==> config.mk <==
export PLATFORM = sky130hd
export DESIGN_NAME = ysyx_22050710_sram_arbiter
export DESIGN_NICKNAME = d
export VERILOG_FILES = /design/src/rtl/ysyx_22050710_sram_arbiter_pkg.sv /design/src/rtl/ysyx_22050710_arb_id_fifo.sv /design/src/rtl/ysyx_22050710_sram_arbiter.sv
export SDC_FILE = /design/constraint.sdc
export NUM_CORES = 1
export LEC_CHECK = 0
export ABC_AREA = 1
export BUFFER_PORTS_ARGS = -buffer_cell sky130_fd_sc_hd__buf_2
export CORE_AREA = 2 2 177 179
export CTS_CLUSTER_DIAMETER = 50
export DETAILED_ROUTE_END_ITERATION = 10
export DIE_AREA = 0 0 179 181
export RECOVER_POWER = 50
export SYNTH_ARGS = -nofsm -noshare
export SYNTH_HDL_FRONTEND = slang
export SYNTH_SLANG_ARGS = --single-unit
==> constraint.sdc <==
create_clock -name i_clk -period 3.04 [get_ports i_clk]
set_input_delay 0.456 -clock i_clk [delete_from_list [all_inputs] [get_ports i_clk]]
set_output_delay 0.456 -clock i_clk [all_outputs]
set_load 0.1 [all_outputs]
==> src/rtl/ysyx_22050710_sram_arbiter_pkg.sv <==
// rtl/ysyx_22050710_sram_arbiter_pkg.sv - master IDs and SRAM size encodings shared by the arbiter slice
package ysyx_22050710_sram_arbiter_pkg;

  // Master identifiers; also the bit index into the per-master port vectors.
  localparam logic M_INST = 1'b0;
  localparam logic M_DATA = 1'b1;

  // SRAM-like transfer size encodings carried on *_size.
  localparam logic [1:0] SRAM_SIZE_BYTE  = 2'd0;
  localparam logic [1:0] SRAM_SIZE_HALF  = 2'd1;
  localparam logic [1:0] SRAM_SIZE_WORD  = 2'd2;
  localparam logic [1:0] SRAM_SIZE_DWORD = 2'd3;

  // One-hot per-master strobe for a master id.
  function automatic logic [1:0] id_onehot(input logic id);
    return id ? 2'b10 : 2'b01;
  endfunction

endpackage

==> src/rtl/ysyx_22050710_arb_id_fifo.sv <==
// rtl/ysyx_22050710_arb_id_fifo.sv - in-order owner FIFO, one bit per outstanding transaction
module ysyx_22050710_arb_id_fifo #(
  parameter int DEPTH = 2
) (
  input  logic i_clk,
  input  logic i_rst,
  input  logic i_push,
  input  logic i_din,
  input  logic i_pop,
  output logic o_dout,
  output logic o_full,
  output logic o_empty
);

  localparam int PTR_WD = (DEPTH > 1) ? $clog2(DEPTH) : 1;
  localparam int CNT_WD = $clog2(DEPTH + 1);
  localparam logic [PTR_WD-1:0] PTR_LAST = PTR_WD'(DEPTH - 1);
  localparam logic [CNT_WD-1:0] CNT_FULL = CNT_WD'(DEPTH);

  logic [DEPTH-1:0]  r_mem;
  logic [PTR_WD-1:0] r_wr_ptr;
  logic [PTR_WD-1:0] r_rd_ptr;
  logic [CNT_WD-1:0] r_count;
  logic              w_do_push;
  logic              w_do_pop;

  // Pointers wrap at DEPTH-1 explicitly so DEPTH=1 also works.
  function automatic logic [PTR_WD-1:0] ptr_inc(input logic [PTR_WD-1:0] p);
    return (p == PTR_LAST) ? '0 : p + 1'b1;
  endfunction

  // Full/empty come from the registered count only, so a pop never frees a slot the same cycle.
  assign o_full    = (r_count == CNT_FULL);
  assign o_empty   = (r_count == '0);
  assign w_do_push = i_push & ~o_full;
  assign w_do_pop  = i_pop & ~o_empty;
  assign o_dout    = r_mem[r_rd_ptr];

  // Storage, pointers and occupancy; simultaneous push+pop leaves the count unchanged.
  always_ff @(posedge i_clk) begin
    if (i_rst) begin
      r_mem    <= '0;
      r_wr_ptr <= '0;
      r_rd_ptr <= '0;
      r_count  <= '0;
    end else begin
      if (w_do_push) begin
        r_mem[r_wr_ptr] <= i_din;
        r_wr_ptr        <= ptr_inc(r_wr_ptr);
      end
      if (w_do_pop) begin
        r_rd_ptr <= ptr_inc(r_rd_ptr);
      end
      case ({w_do_push, w_do_pop})
        2'b10:   r_count <= r_count + 1'b1;
        2'b01:   r_count <= r_count - 1'b1;
        default: r_count <= r_count;
      endcase
    end
  end

endmodule

==> src/rtl/ysyx_22050710_sram_arbiter.sv <==
// rtl/ysyx_22050710_sram_arbiter.sv - 2:1 SRAM-like arbiter (inst/data), optional round-robin via YSYX_22050710_SRAM_ARB_RR_EN
module ysyx_22050710_sram_arbiter
  import ysyx_22050710_sram_arbiter_pkg::*;
#(
  parameter int SRAM_ADDR_WD    = 32,
  parameter int SRAM_DATA_WD    = 64,
  parameter int SRAM_WMASK_WD   = 8,
  parameter int MAX_OUTSTANDING = 2
) (
  input  logic                       i_clk,
  input  logic                       i_rst,
  input  logic [1:0]                 i_m_req,
  input  logic [1:0]                 i_m_op,
  input  logic [3:0]                 i_m_size,
  input  logic [2*SRAM_ADDR_WD-1:0]  i_m_addr,
  input  logic [2*SRAM_WMASK_WD-1:0] i_m_wstrb,
  input  logic [2*SRAM_DATA_WD-1:0]  i_m_wdata,
  output logic [1:0]                 o_m_addr_ok,
  output logic [1:0]                 o_m_data_ok,
  output logic [SRAM_DATA_WD-1:0]    o_m_rdata,
  output logic                       o_sram_req,
  output logic                       o_sram_op,
  output logic [1:0]                 o_sram_size,
  output logic [SRAM_ADDR_WD-1:0]    o_sram_addr,
  output logic [SRAM_WMASK_WD-1:0]   o_sram_wstrb,
  output logic [SRAM_DATA_WD-1:0]    o_sram_wdata,
  input  logic                       i_sram_addr_ok,
  input  logic                       i_sram_data_ok,
  input  logic [SRAM_DATA_WD-1:0]    i_sram_rdata
);

  logic r_lock_valid;
  logic r_lock_id;
  logic w_gnt;
  logic w_gnt_req;
  logic w_full;
  logic w_empty;
  logic w_head;
  logic w_accept;
  logic w_pop;

`ifdef YSYX_22050710_SRAM_ARB_RR_EN
  logic r_rr_last;
`endif

  // Grant: a presented-but-unaccepted request keeps the port; otherwise pick a new master.
  always_comb begin
    w_gnt = M_INST;
    if (r_lock_valid) begin
      w_gnt = r_lock_id;
`ifdef YSYX_22050710_SRAM_ARB_RR_EN
    end else if (i_m_req[M_INST] & i_m_req[M_DATA]) begin
      w_gnt = ~r_rr_last;
    end else if (i_m_req[M_DATA]) begin
      w_gnt = M_DATA;
`else
    end else if (i_m_req[M_DATA]) begin
      w_gnt = M_DATA;
`endif
    end
  end

  // Zero-cycle request path: forward the granted master's fields to the slave.
  always_comb begin
    w_gnt_req    = i_m_req[0];
    o_sram_op    = i_m_op[0];
    o_sram_size  = i_m_size[1:0];
    o_sram_addr  = i_m_addr[SRAM_ADDR_WD-1:0];
    o_sram_wstrb = i_m_wstrb[SRAM_WMASK_WD-1:0];
    o_sram_wdata = i_m_wdata[SRAM_DATA_WD-1:0];
    if (w_gnt) begin
      w_gnt_req    = i_m_req[1];
      o_sram_op    = i_m_op[1];
      o_sram_size  = i_m_size[3:2];
      o_sram_addr  = i_m_addr[2*SRAM_ADDR_WD-1:SRAM_ADDR_WD];
      o_sram_wstrb = i_m_wstrb[2*SRAM_WMASK_WD-1:SRAM_WMASK_WD];
      o_sram_wdata = i_m_wdata[2*SRAM_DATA_WD-1:SRAM_DATA_WD];
    end
  end

  assign o_sram_req  = w_gnt_req & ~w_full & ~i_rst;
  assign w_accept    = o_sram_req & i_sram_addr_ok;
  assign o_m_addr_ok = w_accept ? id_onehot(w_gnt) : 2'b00;

  // Responses return in order; the FIFO head names the master that owns this data_ok.
  assign w_pop       = i_sram_data_ok & ~w_empty & ~i_rst;
  assign o_m_data_ok = w_pop ? id_onehot(w_head) : 2'b00;
  assign o_m_rdata   = i_sram_rdata;

  // Lock holds the grant while the slave stalls; dropping req releases it next cycle.
  always_ff @(posedge i_clk) begin
    if (i_rst) begin
      r_lock_valid <= 1'b0;
      r_lock_id    <= M_INST;
    end else begin
      r_lock_valid <= o_sram_req & ~i_sram_addr_ok;
      r_lock_id    <= w_gnt;
    end
  end

`ifdef YSYX_22050710_SRAM_ARB_RR_EN
  // Round-robin history: remember the last master whose address was accepted.
  always_ff @(posedge i_clk) begin
    if (i_rst) begin
      r_rr_last <= M_DATA;
    end else if (w_accept) begin
      r_rr_last <= w_gnt;
    end
  end
`endif

  ysyx_22050710_arb_id_fifo #(
    .DEPTH (MAX_OUTSTANDING)
  ) u_id_fifo (
    .i_clk   (i_clk),
    .i_rst   (i_rst),
    .i_push  (w_accept),
    .i_din   (w_gnt),
    .i_pop   (w_pop),
    .o_dout  (w_head),
    .o_full  (w_full),
    .o_empty (w_empty)
  );

  // A slave data_ok with nothing outstanding is dropped; flag it in simulation.
  always_ff @(posedge i_clk) begin
    if (!i_rst) begin
      a_no_orphan_data_ok: assert (!(i_sram_data_ok && w_empty));
    end
  end

endmodule

==> qor.csv <==
metric,value,unit
syn2layout_area_growth,68.5,%
setup_viol,0,
sw_frac_of_total,0.718,
worst_hold_path_type,in -> reg,
place_congestion,0.726,
dieArea,32400,sq um
worst_pin_slew,1.17,ns
grt-ovfl-total,0,
yosys_warnings,0,
leakage,2.53,nW
net-switching-power,1.40,mW
final_max_slew_viol_count,0,
p_int,550,uW
routed_via_density,3.21,
comb_power_share,0.828,
cts.repair.resized,0,
cts_root_buffer,clkbuf_16,
synthDistinctLibCells,19,
fillers,3562,
start_util,0.0755,
clk_path_buf_depth,2,
ioPinCount,460,
syn-cell-area,2290,sq um
grt_max_degree,61,
cts_buffers,3,
critical_path_class,reg -> out,
die_height,181,um
io_buffers,331,
groute.usage.overall,0.0614,
clk_pin_slew,0.04,ns
worstPathMaxFanout,5,
slew_headroom,0.221,
fin_ws,0.506,ns
setup_tns,0,ns
hpwl,9740,um
p_seq_frac,0.060,
fmax,0.395,GHz
status,"complete, no violations",
final_nets,1005,
drtIter0Drc,125,
ir_worst_vdd,386,uV
wire_per_inst,10.2,um
clock_sinks,8,
vias,3574,
hold_buffers,0,
synth_fp_nets,753,
layout-drive-gt1-share,0.468,
end_kind,primary output,
final_antenna_net_count,0,
ys_seq_elements,8,
drc_errors,0,
power,1.95,mW
dieWidth,179,um
placementRows,64,
clkPwrFrac,0.112,
finalCritPeriodShare,0.834,
cts_tree,done,
cts_setup_buffers,0,
arrival,2.08,ns
finalHoldViolations,0,
core_area,30300,sq um
yosysSeqAreaShare,0.0699,
worstPathRequired,2.58,ns
htreeDepth,1,
crit_path_start_kind,flip-flop,
grt_pass1_wl,15600,um
totalWireLength,11300,um
synth_cells,468,
power.density,505,nW/um^2
rsz0062_at_grt,false,
place_ws,0.586,ns
clock_skew,0.000270,ns
diodes,0,
dr.pass1.iters,4,
cap_violations,0,
antenna_found_initial,1,
avgSynthCellArea,4.90,sq um
grt_pass1_vias,3112,
clk_latency,0.23,ns
layout_min_cycle_time,2.53,ns
[area by class of cell]
| class | instances | area, sq um | area share |
|---|---|---|---|
| timing repair buffer | 335 | 1690 | 0.438 |
| multi-input combinational | 361 | 1400 | 0.362 |
| tap | 396 | 495 | 0.128 |
| sequential | 8 | 160 | 0.0415 |
| clock buffer | 3 | 75.1 | 0.0194 |
| inverter | 11 | 42.5 | 0.0110 |
[power groups by stage]
| stage | registers, mW | logic, mW | clock network [mW] |
|---|---|---|---|
| after global placement | 0.119 | 1.61 | 0 |
| after global routing | 0.118 | 1.70 | 0.230 |
| after CTS | 0.117 | 1.62 | 0.223 |
| after detailed placement | 0.119 | 1.62 | 0 |
| final | 0.117 | 1.61 | 0.217 |
| after floorplan | 0.118 | 1.71 | 0 |
[cell usage in the layout, fill, tap and decap left out, drive strengths merged]
master / instances
o21ai: 6
clkbuf: 22
nor3: 1
nand4: 2
or2: 1
clkinv: 2
xor2: 1
nand3: 3
nand2: 331
a21oi: 4
and3: 1
ha: 1
dlymetal6s2s: 1
dfxtp: 8
inv: 9
buf: 315
nor2: 10
[per-stage QoR]
stage          utilization  hold WS [ns]  cells  cell area, sq um
5_1_grt              0.127         0.459   1114              3860
6_report             0.127         0.445   1114              3860
3_5_place_dp         0.126         0.459   1111              3810
4_1_cts              0.128         0.451   1114              3890
3_3_place_gp         0.126         0.462   1111              3810
2_1_floorplan            -         0.438    468              2290
[sequential cells by signal, summed over array words and instances, names as in the netlist]
register	count
r_lock_id	1
u_id_fifo.r_count	2
u_id_fifo.r_wr_ptr	1
u_id_fifo.r_mem	2
u_id_fifo.r_rd_ptr	1
r_lock_valid	1
[worst max-delay path, stage by stage, from the launching register on]
cell and delay, ns:
dfxtp_1 0.39, clkinv_1 0.08, a21oi_1 0.26, nand3_1 0.23
nor2_1 0.13, dlymetal6s2s_1 0.75
[cell usage after synthesis (all sizes together)]
cell | instances | area, sq um
nand3 | 3 | 20.0
inv | 11 | 41.3
ha | 1 | 12.5
and3 | 1 | 6.26
buf | 88 | 684
dfxtp | 8 | 160
nor3 | 1 | 5.00
nand4 | 2 | 12.5
a21oi | 4 | 23.8
nor2 | 10 | 37.5
xor2 | 1 | 8.76
o21ai | 6 | 30.0
or2 | 1 | 6.26
nand2 | 331 | 1240
[kinds of logic (layout without fill, tap and decap cells)]
| logic type | Yosys count | after routing | synth area share |
|---|---|---|---|
| AO/OA/AOI/OAI | 10 | 10 | 0.0235 |
| XOR/XNOR | 1 | 1 | 0.00382 |
| adder cells (fa/ha/maj) | 1 | 1 | 0.00546 |
| buffers and inverters | 99 | 349 | 0.317 |
| flip-flops | 8 | 8 | 0.0699 |
| AND/OR/NAND/NOR | 349 | 349 | 0.581 |
[path summary, 6_finish.rpt]
path / startpoint / endpoint / slack, ns / depth (start not counted)
worst max register to register: u_id_fifo.r_count[0]$_SDFFE_PP0P_ / u_id_fifo.r_count[1]$_SDFFE_PP0P_ / 1.30 / 7
worst min-delay path: i_sram_addr_ok / r_lock_valid$_SDFF_PP0_ / 0.45 / 2
worst max-delay path: u_id_fifo.r_count[0]$_SDFFE_PP0P_ / o_m_addr_ok[1] / 0.51 / 5
worst min register to register: u_id_fifo.r_mem[1]$_SDFFE_PP0P_ / u_id_fifo.r_mem[1]$_SDFFE_PP0P_ / 0.46 / 2
[layer usage]
metal  wire (um)  track usage
met5          52       0.0108
met4         378       0.0224
met3        1520       0.0227
met2        5170        0.108
met1        4190       0.0654
Power figures use the tool's default switching activity.
